===== src/rtl/biriscv_branch_resolve.sv =====
// Branch resolution: orders lane results, detects mispredicts, trains next-PC.
// Optional counters enabled by defining BRANCH_RESOLVE_STATS_EN.
module biriscv_branch_resolve #(
    parameter int FIFO_DEPTH   = 4,
    parameter int FIFO_DEPTH_W = 2
) (
    input  logic        clk_i,
    input  logic        rst_ni,
    input  logic        branch0_valid_i,
    input  logic [31:0] branch0_source_i,
    input  logic [31:0] branch0_target_i,
    input  logic        branch0_taken_i,
    input  logic        branch0_pred_taken_i,
    input  logic [31:0] branch0_pred_pc_i,
    input  logic        branch0_is_call_i,
    input  logic        branch0_is_ret_i,
    input  logic        branch0_is_jmp_i,
    input  logic        branch1_valid_i,
    input  logic [31:0] branch1_source_i,
    input  logic [31:0] branch1_target_i,
    input  logic        branch1_taken_i,
    input  logic        branch1_pred_taken_i,
    input  logic [31:0] branch1_pred_pc_i,
    input  logic        branch1_is_call_i,
    input  logic        branch1_is_ret_i,
    input  logic        branch1_is_jmp_i,
    output logic        stall_o,
    output logic        squash_o,
    output logic        npc_request_o,
    output logic        npc_is_taken_o,
    output logic        npc_is_not_taken_o,
    output logic [31:0] npc_source_o,
    output logic [31:0] npc_pc_o,
    output logic        npc_is_call_o,
    output logic        npc_is_ret_o,
    output logic        npc_is_jmp_o,
    output logic [31:0] stat_branches_o,
    output logic [31:0] stat_mispredicts_o
);

    typedef struct packed {
        logic [31:0] source;
        logic [31:0] npc;
        logic        taken;
        logic        mp;
        logic        is_call;
        logic        is_ret;
        logic        is_jmp;
    } event_t;

    typedef enum logic {RUN = 1'b0, FLUSH = 1'b1} state_t;

    state_t state_q;
    state_t state_d;

    event_t ev0;
    event_t ev1;
    event_t head;
    event_t mem_q [FIFO_DEPTH];

    logic accept;
    logic push0;
    logic push1;
    logic pop;
    logic empty;

    logic [FIFO_DEPTH_W-1:0] wr_ptr_q;
    logic [FIFO_DEPTH_W-1:0] rd_ptr_q;
    logic [FIFO_DEPTH_W-1:0] wr_ptr1;
    logic [FIFO_DEPTH_W:0]   count_q;

    // Build per-lane events and their mispredict flags
    always_comb begin
        ev0.source  = branch0_source_i;
        ev0.npc     = branch0_taken_i ? branch0_target_i
                                      : branch0_source_i + 32'd4;
        ev0.taken   = branch0_taken_i;
        ev0.mp      = branch0_valid_i &
                      ((branch0_taken_i != branch0_pred_taken_i) |
                       (branch0_taken_i &
                        (branch0_target_i != branch0_pred_pc_i)));
        ev0.is_call = branch0_is_call_i;
        ev0.is_ret  = branch0_is_ret_i;
        ev0.is_jmp  = branch0_is_jmp_i;
        ev1.source  = branch1_source_i;
        ev1.npc     = branch1_taken_i ? branch1_target_i
                                      : branch1_source_i + 32'd4;
        ev1.taken   = branch1_taken_i;
        ev1.mp      = branch1_valid_i &
                      ((branch1_taken_i != branch1_pred_taken_i) |
                       (branch1_taken_i &
                        (branch1_target_i != branch1_pred_pc_i)));
        ev1.is_call = branch1_is_call_i;
        ev1.is_ret  = branch1_is_ret_i;
        ev1.is_jmp  = branch1_is_jmp_i;
    end

    // FSM state register
    always_ff @(posedge clk_i or negedge rst_ni) begin
        if (!rst_ni) state_q <= RUN;
        else         state_q <= state_d;
    end

    // FSM next state: enter FLUSH on a queued mispredict, leave when it pops
    always_comb begin
        state_d = state_q;
        unique case (state_q)
            RUN:   if (squash_o && !(pop && head.mp)) state_d = FLUSH;
            FLUSH: if (pop && head.mp)                state_d = RUN;
            default: state_d = RUN;
        endcase
    end

    // FSM outputs: accept lanes only in RUN, lane1 dropped behind a lane0 mispredict
    always_comb begin
        accept   = (state_q == RUN);
        push0    = accept & branch0_valid_i;
        push1    = accept & branch1_valid_i & ~ev0.mp;
        squash_o = (push0 & ev0.mp) | (push1 & ev1.mp);
    end

    // Head selection: an empty queue forwards the oldest incoming event
    always_comb begin
        empty   = (count_q == '0);
        wr_ptr1 = wr_ptr_q + FIFO_DEPTH_W'(push0);
        pop     = ~empty | push0 | push1;
        if (!empty)     head = mem_q[rd_ptr_q];
        else if (push0) head = ev0;
        else            head = ev1;
    end

    assign stall_o = (count_q >= (FIFO_DEPTH_W+1)'(FIFO_DEPTH - 1));

    // Event storage (contents need no reset, validity is tracked by count)
    always_ff @(posedge clk_i) begin
        if (push0) mem_q[wr_ptr_q] <= ev0;
        if (push1) mem_q[wr_ptr1]  <= ev1;
    end

    // Queue pointers and occupancy
    always_ff @(posedge clk_i or negedge rst_ni) begin
        if (!rst_ni) begin
            wr_ptr_q <= '0;
            rd_ptr_q <= '0;
            count_q  <= '0;
        end else begin
            wr_ptr_q <= wr_ptr_q + FIFO_DEPTH_W'(push0)
                                 + FIFO_DEPTH_W'(push1);
            rd_ptr_q <= rd_ptr_q + FIFO_DEPTH_W'(pop);
            count_q  <= count_q + (FIFO_DEPTH_W+1)'(push0)
                                + (FIFO_DEPTH_W+1)'(push1)
                                - (FIFO_DEPTH_W+1)'(pop);
        end
    end

    // Registered predictor update: strobes pulse on pop, data holds
    always_ff @(posedge clk_i or negedge rst_ni) begin
        if (!rst_ni) begin
            npc_request_o      <= 1'b0;
            npc_is_taken_o     <= 1'b0;
            npc_is_not_taken_o <= 1'b0;
            npc_source_o       <= 32'd0;
            npc_pc_o           <= 32'd0;
            npc_is_call_o      <= 1'b0;
            npc_is_ret_o       <= 1'b0;
            npc_is_jmp_o       <= 1'b0;
        end else if (pop) begin
            npc_request_o      <= head.mp;
            npc_is_taken_o     <= head.taken;
            npc_is_not_taken_o <= ~head.taken;
            npc_source_o       <= head.source;
            npc_pc_o           <= head.npc;
            npc_is_call_o      <= head.is_call;
            npc_is_ret_o       <= head.is_ret;
            npc_is_jmp_o       <= head.is_jmp;
        end else begin
            npc_request_o      <= 1'b0;
            npc_is_taken_o     <= 1'b0;
            npc_is_not_taken_o <= 1'b0;
            npc_is_call_o      <= 1'b0;
            npc_is_ret_o       <= 1'b0;
            npc_is_jmp_o       <= 1'b0;
        end
    end

`ifdef BRANCH_RESOLVE_STATS_EN
    logic [31:0] stat_br_q;
    logic [31:0] stat_mp_q;

    // Popped-event and mispredict counters
    always_ff @(posedge clk_i or negedge rst_ni) begin
        if (!rst_ni) begin
            stat_br_q <= 32'd0;
            stat_mp_q <= 32'd0;
        end else if (pop) begin
            stat_br_q <= stat_br_q + 32'd1;
            if (head.mp) stat_mp_q <= stat_mp_q + 32'd1;
        end
    end

    assign stat_branches_o    = stat_br_q;
    assign stat_mispredicts_o = stat_mp_q;
`else
    assign stat_branches_o    = 32'd0;
    assign stat_mispredicts_o = 32'd0;
`endif

`ifndef SYNTHESIS
    // Execute must hold off while the queue is nearly full
    a_no_push_on_stall: assert property (
        @(posedge clk_i) disable iff (!rst_ni)
        stall_o |-> !(branch0_valid_i || branch1_valid_i));
`endif

endmodule

===== config.mk =====
export PLATFORM = sky130hd
export DESIGN_NAME = biriscv_branch_resolve
export DESIGN_NICKNAME = d
export VERILOG_FILES = /design/src/rtl/biriscv_branch_resolve.sv
export SDC_FILE = /design/constraint.sdc
export NUM_CORES = 1
export LEC_CHECK = 0
export CORE_MARGIN = 2
export CORE_UTILIZATION = 45
export CTS_CLUSTER_SIZE = 24
export DETAILED_ROUTE_END_ITERATION = 8
export HOLD_SLACK_MARGIN = 0.12
export PLACE_DENSITY = 0.7
export RECOVER_POWER = 50
export SLEW_MARGIN = 15
export SYNTH_ARGS = -nofsm -noshare
export SYNTH_HDL_FRONTEND = slang
export SYNTH_SLANG_ARGS = --single-unit

===== constraint.sdc =====
create_clock -name clk_i -period 17.8 [get_ports clk_i]
set_clock_uncertainty 0.05 [all_clocks]
set_input_delay 1.78 -clock clk_i [delete_from_list [all_inputs] [get_ports clk_i]]
set_output_delay 1.78 -clock clk_i [all_outputs]
set_load 0.02 [all_outputs]

======== After elaboration in Yosys (flattened, before gate mapping) ========
Memory sizes are Yosys's and may differ from the RTL's.
Index checks and enable logic that the tools add are counted.
operators by class
  order comparisons ....................... 1
  $add $sub $neg .......................... 8
  reductions and logical operators ........ 4
  equality and inequality tests ........... 4
  bitwise operators ....................... 18
  muxes and demuxes ....................... 17
operator list
  kind                   number
  $mux 69                2
  $add 32x3->32 const B  2
  $mux 32                2
  $ne 32x32->1           2
  $mux 1                 12
  $and 1x1->1            9
  $add 2x1->2            3
  $add 3x1->3            2
  $or 1x1->1             5
  $not 1->1              4
  $ge 3x2->1 const B     1
  $logic_not 3->1        1
  $sub 3x1->3            1
  $logic_and 1x1->1      2
  $ne 1x1->1             2
  $pmux 1 s2             1
  $logic_not 1->1        1
word-level totals
  output and inout bits ................... 136
  RAM bits ................................ 276
  register bits after elaboration ......... 78
  memories kept ........................... 1
  word-level logic and storage cells ...... 65
memories
  memory  words  width  read ports  clocked after Yosys merged registers in  write ports  line  RTL
  mem_q   4      69     1           0                                        2            59    event_t mem_q [FIFO_DEPTH];

======== Logic depth before layout (Yosys ltp) ========
Gate-level depths: netlist of run 1.
  depth after elaboration ................. 12
  mapped depth ............................ 13
  depth with buffers taken out ............ 9

======== Worst setup path after synthesis of run 1 ========
No wires, ideal clock.
  path kind ............................... input -> register
  from .................................... in branch0_valid_i
  to ...................................... mem mem_q[2][0] (netlist name), enable pin
  data required time ...................... 17.159 ns
  stages .................................. 7
  buffers on the path ..................... 3
  setup time .............................. 0.591 ns
  arrival ................................. 7.640 ns
  path slack .............................. 9.519 ns
  cell sequence ........................... nand2b_1 > clkbuf_1 > inv_1 > clkbuf_1 > buf_1 > nand2_1 > o21ai_0
RTL lines
  what         line  RTL
  from (decl)  9     input logic branch0_valid_i,
  to (decl)    59

==> key figures, run 1 <==
CTS
  – Post_cts resized: 0
  – CTS buffer count: 39
  – Cts hold-fix bufs: 0
  – Worst-path clk slew: 60 ps
  – Htree depth: 2
  – Clock Path Buffers: 3
  – Clock sink count: 354
  – Root Buffer: clkbuf_16
  – Clock latency on the worst-skew pair: around 540 ps
  – CTS tree: yes
  – # Post-CTS Setup Buffers: 0

Cells and area
  – Nets: between 2,000 and 2,500
  – Post-route insts no fill: about 2,500
  – Commonest non-fill, non-tap cell in the layout: edfxtp_1
  – Fillers: 3,856
  – Most frequent cells in the layout: edfxtp_1, clkdlybuf4s50_1, mux2i_1
  – Core Util, Final: 0.5463
  – Fraction of layout cells with a size suffix above 1: 0.1465
  – Layout area overhead: 19.80%
  – Non-Filler Cell Area, Final: about 25,000 sq um

Setup path
  – Crit-path cells: dlygate4sd3_1 -> nand2b_1 -> clkinvlp_2 -> clkbuf_1 -> nand2_1 -> o21ai_0 -> buf_4
  – Worst path max stage delay: 2800 ps
  – WS Path Type: primary input to flop
  – Top Family by Delay on Critical Path: buffers and inverters
  – Slowest CP cell: clkbuf_1
  – Worst Reg-to-Reg Cells: 6
  – Crit path launch: branch0_valid_i
  – CP endpoint kind: flop
  – Worst EP arrival: 9320 ps
  – Critical R2R Launch: state_q
  – Critical Path End: mem_q[2][41]
  – Buf/Inv on CP: 4
  – Critical path depth in cells: 7
  – Required @ worst endpoint: 17,900 ps
  – Critical path fanouts, max: 59
  – End of the worst register-to-register path: mem_q[2][41]
  – Flop2flop setup slack: between 10,000 and 15,000 ps
  – Crit start category: primary input

Synth
  – Main combinational cell family by area after synthesis: multiplexers
  – Compound-gate portion of the synthesized area: 0.07276
  – Seq/Total Area, Yosys: 0.4938
  – Main synth FF type: edfxtp_1
  – Post-synthesis mux area share: 0.2384
  – Area leader, netlist: edfxtp_1
  – Post-Synth Simple-Gate Area: 0.08995
  – Gate Count Post-Synth: 1,715
  – Yosys top cell area share: 0.3996
  – Top post-synthesis cells by area: edfxtp_1, dfrtp_1, mux2i_1, mux4_2, mux2_2
  – Synth Area in XOR/XNOR: 0.04477
  – Syn_area_per_cell: 12.09 sq um
  – Post-synth EDFFs: roughly 280
  – Cell Area, Synth: 20,740 sq um
  – Adder-Cell Fraction of Synth Area: 0.005551
  – Yosys cell types: 68
  – Ys async rst share: 0.2203
  – YS warnings: 0
  – Register bit total from synthesis: between 300 and 400

Floorplan
  – I/O Pins: between 300 and 400
  – Die area: approximately 48,000 sq um
  – FP Rows: 78
  – Core area: around 45,000 sq um
  – Starting Density: 0.4560
  – Chip Height: 218.7 microns
  – Die Span X: about 220 microns

Placed design
  – Final HPWL DP: roughly 47 mm
  – Final GP Congestion: between 0.9 and 1
  – Pre-CTS setup slack: between 10,000 and 15,000 ps
  – Placed Cells incl. Taps: approximately 2,500
  – Port-buffer cells: 277
  – DP Area: about 24,000 sq um

Power
  – Comb pwr share: 0.401
  – PD cells: around 140 nW/um^2
  – Pleak: ~9 nW
  – Switch share: 0.3651
  – Clock power share: 0.223
  – Overall Power: 3.542 mW
  – Worst VDD drop: between 0.0001 and 0.00015 V
  – Cell internal pwr: ~2.2 mW
  – P_sw: 1.293 mW
  – Sequential share of power: 0.376

Global route
  – Initial antenna violation count: 4
  – Vias in the first global route: between 15,000 and 20,000
  – Total track usage: 0.2910
  – First-pass GRT wire length: about 100 mm
  – Largest net degree at the start of global routing: 85
  – Grt total ovfl: 0

Timing
  – Setup ws final: 8579 ps
  – Unrepaired setup endpoints after global routing: no
  – Setup-failing EPs final: 0
  – WHS: approximately 450 ps
  – Post-route minimum period: approximately 9000 ps
  – Max-slew violations: ~330
  – Final setup TNS: 0 ps
  – Fin. Hold Viols: 0
  – Max-slew headroom: -1.894
  – Fmax: between 0.1 and 0.15 GHz
  – Final period util: 0.5180
  – Worst slew pin tran: ~4300 ps

Detailed routing
  – Drt wl/cell: ~28 microns
  – DR iter-0 viols: roughly 1,600
  – DR pass1 iterations: 5
  – Final WL: about 70 mm
  – DRT antenna net count: 0
  – Via density: approximately 6
  – Detailed-route DRC error count: 0
  – Vias: 15,560

Outcome
  – Status: complete, but fails checks
  – Failing checks: max-capacitance violations, max-slew violations

Flow run
  – Max-cap viol count: 8

Min path
  – Worst min path class: flop to flop
## cell usage after synthesis, types with 19 or more instances
cell type  number
a21oi_1        86
mux2_2        124
xnor2_1        43
nand3_1        32
nand2_1       163
mux2i_1       179
buf_4          68
nor3_1         28
o21ai_0        68
edfxtp_1      276
dfrtp_1        78
nor2_1         47
mux4_2         69
clkbuf_1      107
xor2_1         63
buf_1          27
o31ai_1        19
nand4_1        24
nor4_1         26
## cell families (layout without fill, tap and decap cells)
family                     count (synthesis)  in the layout
muxes                                    390            390
other                                      1             66
and+or+nand+nor                          386            386
DFF                                      354            354
AOI/OAI and AO/OA                        244            244
xor gates and xnor gates                 106            106
buffers and inverters                    226            386
adders and majority gates                  8              8
## layout make-up
type,count,area [sq um],share of cell area
clock buffer,58,1117,0.04497
inverter,11,42.54,0.001712
antenna,2,5.005,0.0002014
sequential,354,10240,0.4123
tap,600,750.7,0.03022
clock inverter,12,107.6,0.004331
timing repair buffer,305,2942,0.1184
multi-input combinational,1198,9635,0.3878
## layer usage
metal  track usage  routed length [microns]
met5             0                       22
met1        0.3874                    27000
met2        0.4472                    31940
met4        0.1144                     2840
met3       0.08643                     8432
## how the worst min path moves through the flow
stage | start | slack, ps | depth (start not counted) | end
3_3_place_gp | npc_pc_o[27] | 430 | 1 | npc_pc_o[27]
5_1_grt | npc_pc_o[27] | 470 | 1 | npc_pc_o[27]
3_5_place_dp | npc_pc_o[27] | 440 | 1 | npc_pc_o[27]
2_1_floorplan | rd_ptr_q[0] | 430 | 1 | rd_ptr_q[0]
6_report | npc_pc_o[27] | 450 | 1 | npc_pc_o[27]
4_1_cts | npc_pc_o[27] | 450 | 1 | npc_pc_o[27]
## power by group through the flow
stage,registers (mW),logic (mW),clock network (mW)
after floorplan,1.39,0.843,0
after global placement,1.34,1.42,0
after detailed placement,1.35,1.44,0
after CTS,1.33,1.45,0.795
after global routing,1.35,1.52,0.824
final,1.33,1.42,0.789
## sequential cells by signal (all words and copies together) (netlist names)
signal,flops
count_q,3
mem_q,276
npc_is_ret_o,1
npc_pc_o,32
npc_is_jmp_o,1
npc_request_o,1
wr_ptr_q,2
npc_is_call_o,1
npc_source_o,32
rd_ptr_q,2
npc_is_not_taken_o,1
npc_is_taken_o,1
state_q,1
No activity file was read; power rests on OpenSTA's default activity.
==> run 2, diff against run 1 <==
Settings changed: PLACE_DENSITY 0.7 to 0.73.
Clock period 17.8 ns to 8.13 ns, I/O delays scaled along.
==> run 2 against run 1 <==
The flow still finishes with violations (max-capacitance violations, max-slew violations). Via count grew 0.77%. Global-route usage shrank 0.27 points. Combinational power grew 120%. Critical path type unchanged.
==> key figures, run 2 (synthesis results as in run 1) <==
Placed design
  – Pre-CTS setup slack: between 2000 and 3000 ps
  – Port-buffer cells: approximately 280
  – DP Area: roughly 24,000 sq um
  – Final GP Congestion: 0.9080
  – Final HPWL DP: 47.63 mm

CTS
  – Clock Path Buffers: 3
  – Clock sink count: approximately 350
  – Worst-path clk slew: about 60 ps
  – Root Buffer: clkbuf_16
  – Cts hold-fix bufs: 0
  – Post_cts resized: 0
  – # Post-CTS Setup Buffers: 0
  – CTS tree: yes
  – CTS buffer count: 40
  – Htree depth: 2
  – Clock latency on the worst-skew pair: approximately 530 ps

Outcome
  – Status: complete, but fails checks
  – Failing checks: max-capacitance violations, max-slew violations

Setup path
  – CP endpoint kind: flop
  – Crit-path cells: dlygate4sd3_1 -> xnor2_1 -> nand4_1 -> or4_1 -> or3_1 -> a211oi_4 -> clkbuf_1 -> a21o_2 -> buf_4
  – Top Family by Delay on Critical Path: buffers and inverters
  – WS Path Type: primary input to flop
  – Buf/Inv on CP: 3
  – Critical path fanouts, max: 42
  – Slowest CP cell: clkbuf_1
  – Worst path max stage delay: 1600 ps
  – Worst EP arrival: between 6000 and 7000 ps
  – Required @ worst endpoint: 8230 ps
  – Crit start category: primary input

Global route
  – Largest net degree at the start of global routing: 85
  – Vias in the first global route: 15,530
  – First-pass GRT wire length: about 100 mm
  – Initial antenna violation count: 5
  – Grt total ovfl: 0
  – Total track usage: 0.2883

Timing
  – Unrepaired setup endpoints after global routing: no
  – Final period util: 0.7834
  – Fin. Hold Viols: 0
  – Max-slew violations: between 400 and 500
  – Worst slew pin tran: 4004 ps
  – Setup-failing EPs final: 0
  – Max-slew headroom: -1.669
  – Final setup TNS: 0 ps
  – Setup ws final: 1761 ps
  – Post-route minimum period: approximately 6400 ps
  – Fmax: 0.1570 GHz

Floorplan
  – Core area: between 40,000 and 50,000 sq um
  – I/O Pins: between 300 and 400
  – Chip Height: 218.7 microns
  – Die Span X: about 220 microns
  – Die area: around 48,000 sq um
  – Starting Density: 0.4560
  – FP Rows: between 70 and 80

Detailed routing
  – Detailed-route DRC error count: 0
  – Vias: 15,680
  – Via density: 6.170
  – Final WL: 69.36 mm
  – DR pass1 iterations: 5
  – DRT antenna net count: 0
  – Drt wl/cell: 27.30 microns
  – DR iter-0 viols: 1,701

Power
  – Worst VDD drop: approximately 0.00026 V
  – Cell internal pwr: around 5 mW
  – P_sw: ~2.8 mW
  – Clock power share: 0.232
  – Comb pwr share: 0.396
  – Sequential share of power: 0.372
  – PD cells: between 300 and 400 nW/um^2
  – Overall Power: about 7.9 mW
  – Switch share: 0.3623
  – Pleak: ~9.2 nW

Min path
  – Worst min path class: flop to flop

Cells and area
  – Fraction of layout cells with a size suffix above 1: 0.1484
  – Layout area overhead: 20.20%
  – Most frequent cells in the layout: edfxtp_1, clkdlybuf4s50_1, mux2i_1
  – # diodes: 0
  – Non-Filler Cell Area, Final: around 25,000 sq um
  – Commonest non-fill, non-tap cell in the layout: edfxtp_1
  – Most flops, register: mem_q
  – Nets: 2,125
  – Regs by FF count: mem_q x276, npc_pc_o x32, npc_source_o x32
  – Max reg flops: ~280

Flow run
  – Max-cap viol count: 11
run 2: cell type report:
type / instances / area [sq um]
fillers: 3866 / 20550
flip-flops and latches: 354 / 10240
multi-input cells: 1198 / 9638
repair buffers: 306 / 2947
clock buffers: 59 / 1164
well taps: 600 / 750.7
clock inverters: 13 / 142.6
inverters: 11 / 41.29
run 2: final timing paths:
check | startpoint | cells after the start | slack, ps | end
worst max register to register | state_q | 4 | 2700 | mem_q[0][38]
worst max-delay path | branch0_target_i[5] | 9 | 1760 | mem_q[1][37]
max in group asynchronous | rst_ni | 2 | 2870 | rd_ptr_q[0]
worst min register to register | npc_pc_o[27] | 1 | 440 | npc_pc_o[27]
worst min-delay path | npc_pc_o[27] | 1 | 440 | npc_pc_o[27]
min in group asynchronous | rst_ni | 1 | 900 | npc_is_jmp_o
run 2: per-stage QoR:
| step | util | std cells | hold slack, ps |
|---|---|---|---|
| final | 0.5481 | 2541 | 441.9 |
| after detailed placement | 0.5209 | 2468 | 434.5 |
| after floorplan | - | 1778 | 426.9 |
| after CTS | 0.5497 | 2540 | 221.3 |
| after global placement | 0.5209 | 2468 | 432.7 |
| after global routing | 0.5481 | 2541 | 466.7 |
run 2: metal layers:
layer,vias to the layer above,share of wire,GRT usage
li1,6712,-,-
met1,7848,0.38,0.3882
met2,964,0.47,0.4667
met3,149,0.11,0.05776
met4,4,0.036,0.09685
met5,-,0.00037,0
run 2: power groups by stage:
stage	logic, mW	registers [mW]	clock network [mW]
floorplan	1.85	3.04	0
global placement	3.09	2.93	0
detailed placement	3.14	2.95	0
CTS	3.16	2.93	1.82
global route	3.33	2.97	1.90
finish	3.11	2.92	1.82
==> run 3, diff against run 2 <==
Clock period 8.13 ns to 5.2 ns, I/O delays scaled along.
==> run 3 against run 2 <==
First-iteration DRC count is 9.6% higher. Power increased by 55%. Sequential share of layout area down 0.15 points. The flow still finishes with violations (max-capacitance violations, max-slew violations). Critical endpoint is now mem_q[2][7].
==> key figures, run 3 (synthesis results as in run 1) <==
Outcome
  – Status: complete, but fails checks
  – Failing checks: max-capacitance violations, max-slew violations

CTS
  – Root Buffer: clkbuf_16
  – # Post-CTS Setup Buffers: 0
  – Cts hold-fix bufs: 1
  – CTS tree: yes
  – Clock latency on the worst-skew pair: 540 ps
  – CTS buffer count: 38
  – Clock sink count: between 300 and 400
  – Worst-path clk slew: 60 ps
  – Post_cts resized: 0
  – Htree depth: 2
  – Clock Path Buffers: 3

Cells and area
  – Nets: between 2,000 and 2,500
  – Layout area overhead: 20.63%
  – Commonest non-fill, non-tap cell in the layout: edfxtp_1
  – Max reg flops: about 280
  – # diodes: 0
  – Regs by FF count: mem_q x276, npc_pc_o x32, npc_source_o x32
  – Fraction of layout cells with a size suffix above 1: 0.1567
  – Most frequent cells in the layout: edfxtp_1, clkdlybuf4s50_1, mux2i_1
  – Most flops, register: mem_q

Setup path
  – Top Family by Delay on Critical Path: buffers and inverters
  – Buf/Inv on CP: 4
  – CP endpoint kind: flop
  – Critical path depth in cells: 7
  – Worst path max stage delay: about 1300 ps
  – Crit-path cells: dlygate4sd3_1 -> nand2b_2 -> inv_1 -> buf_4 -> nand2_1 -> o21ai_0 -> clkbuf_2
  – Slowest CP cell: o21ai_0
  – Worst EP arrival: about 4700 ps
  – WS Path Type: primary input to flop
  – Worst Reg-to-Reg Cells: 6
  – Critical path fanouts, max: 58
  – Required @ worst endpoint: ~5300 ps
  – Crit start category: primary input

Timing
  – Final setup TNS: 0 ps
  – Fin. Hold Viols: 0
  – Max-slew headroom: -1.188
  – Max-slew violations: 335
  – Fmax: 0.2156 GHz
  – Worst slew pin tran: between 3000 and 4000 ps
  – Final period util: 0.8918
  – Setup-failing EPs final: 0
  – Post-route minimum period: 4638 ps
  – Unrepaired setup endpoints after global routing: no

Detailed routing
  – Detailed-route DRC error count: 0
  – Via density: roughly 6
  – Drt wl/cell: about 27 microns
  – Vias: about 16,000
  – DR iter-0 viols: roughly 1,900
  – Final WL: about 70 mm
  – DR pass1 iterations: 5
  – DRT antenna net count: 0

Floorplan
  – Die Span X: approximately 220 microns
  – I/O Pins: about 340
  – FP Rows: 78
  – Chip Height: roughly 220 microns
  – Core area: 45,480 sq um
  – Starting Density: 0.4560
  – Die area: approximately 48,000 sq um

Placed design
  – Port-buffer cells: roughly 280
  – Final HPWL DP: around 47 mm
  – Final GP Congestion: between 0.9 and 1

Min path
  – Worst min path class: flop to flop
  – Hold Crit Depth: 1

Power
  – Worst VDD drop: roughly 0.00029 V
  – PD cells: just under 500 nW/um^2
  – Overall Power: ~12 mW
  – Pleak: about 9.3 nW

Global route
  – Total track usage: 0.2867
  – Vias in the first global route: ~15,000
  – First-pass GRT wire length: roughly 100 mm
  – Grt total ovfl: 0
  – Initial antenna violation count: 3
  – Largest net degree at the start of global routing: 70

Flow run
  – Max-cap viol count: 8
-- run 3: per-stage QoR --
| stage | cell area, sq um | worst slack, ps | cells | util | hold WS [ps] |
|---|---|---|---|---|---|
| 6_report | 25020 | 562.5 | 2547 | 0.5501 | 435.9 |
| 5_1_grt | 25020 | 408.7 | 2547 | 0.5501 | 447.8 |
| 4_1_cts | 25110 | 902.6 | 2547 | 0.5522 | 433.6 |
| 3_5_place_dp | 23870 | 911.8 | 2476 | 0.5249 | 424.3 |
| 3_3_place_gp | 23870 | 913.3 | 2476 | 0.5249 | 418.7 |
| 2_1_floorplan | 20980 | 350.9 | 1778 | - | 174.4 |
-- run 3: final timing paths --
path                       slack (ps)           end             from
setup / recovery                  560   mem_q[2][7]  branch0_valid_i
max in group asynchronous        1140  npc_pc_o[26]           rst_ni
hold / removal                    440   rd_ptr_q[1]      rd_ptr_q[1]
hold reg to reg                   440   rd_ptr_q[1]      rd_ptr_q[1]
setup reg to reg                  760   mem_q[2][7]          state_q
min in group asynchronous        1580  npc_pc_o[23]           rst_ni
-- run 3: per-layer routing --
layer / GRT usage / routed length (microns) / vias up
met5: 0 / 27 / -
met4: 0.1182 / 3093 / 4
met3: 0.06193 / 7692 / 151
met2: 0.4439 / 31700 / 993
met1: 0.3919 / 26710 / 7760
li1: - / - / 6730
-- run 3: layout make-up --
class | count | area [sq um]
sequential | 354 | 10240
multi-input combinational | 1198 | 9644
clock buffer | 49 | 1106
clock inverter | 21 | 126.4
fill | 3792 | 20460
inverter | 11 | 41.29
tap | 600 | 750.7
timing repair buffer | 314 | 3103
-- run 3: report_power, final --
part | internal (mW) | switching [mW] | leakage (nW)
Sequential | 4.07 | 0.487 | 3.44
Combinational | 2.07 | 2.82 | 5.20
Clock | 1.55 | 1.15 | 0.624
Total | 7.69 | 4.46 | 9.26
-- run 3: worst register-to-register path, delay by kind of cell, from the launching register on --
kind                   cells  cell delay, ps
buffers and inverters      3            1900
AOI/OAI and AO/OA          1            1270
DFF                        1             460
and+or+nand+nor            2             360
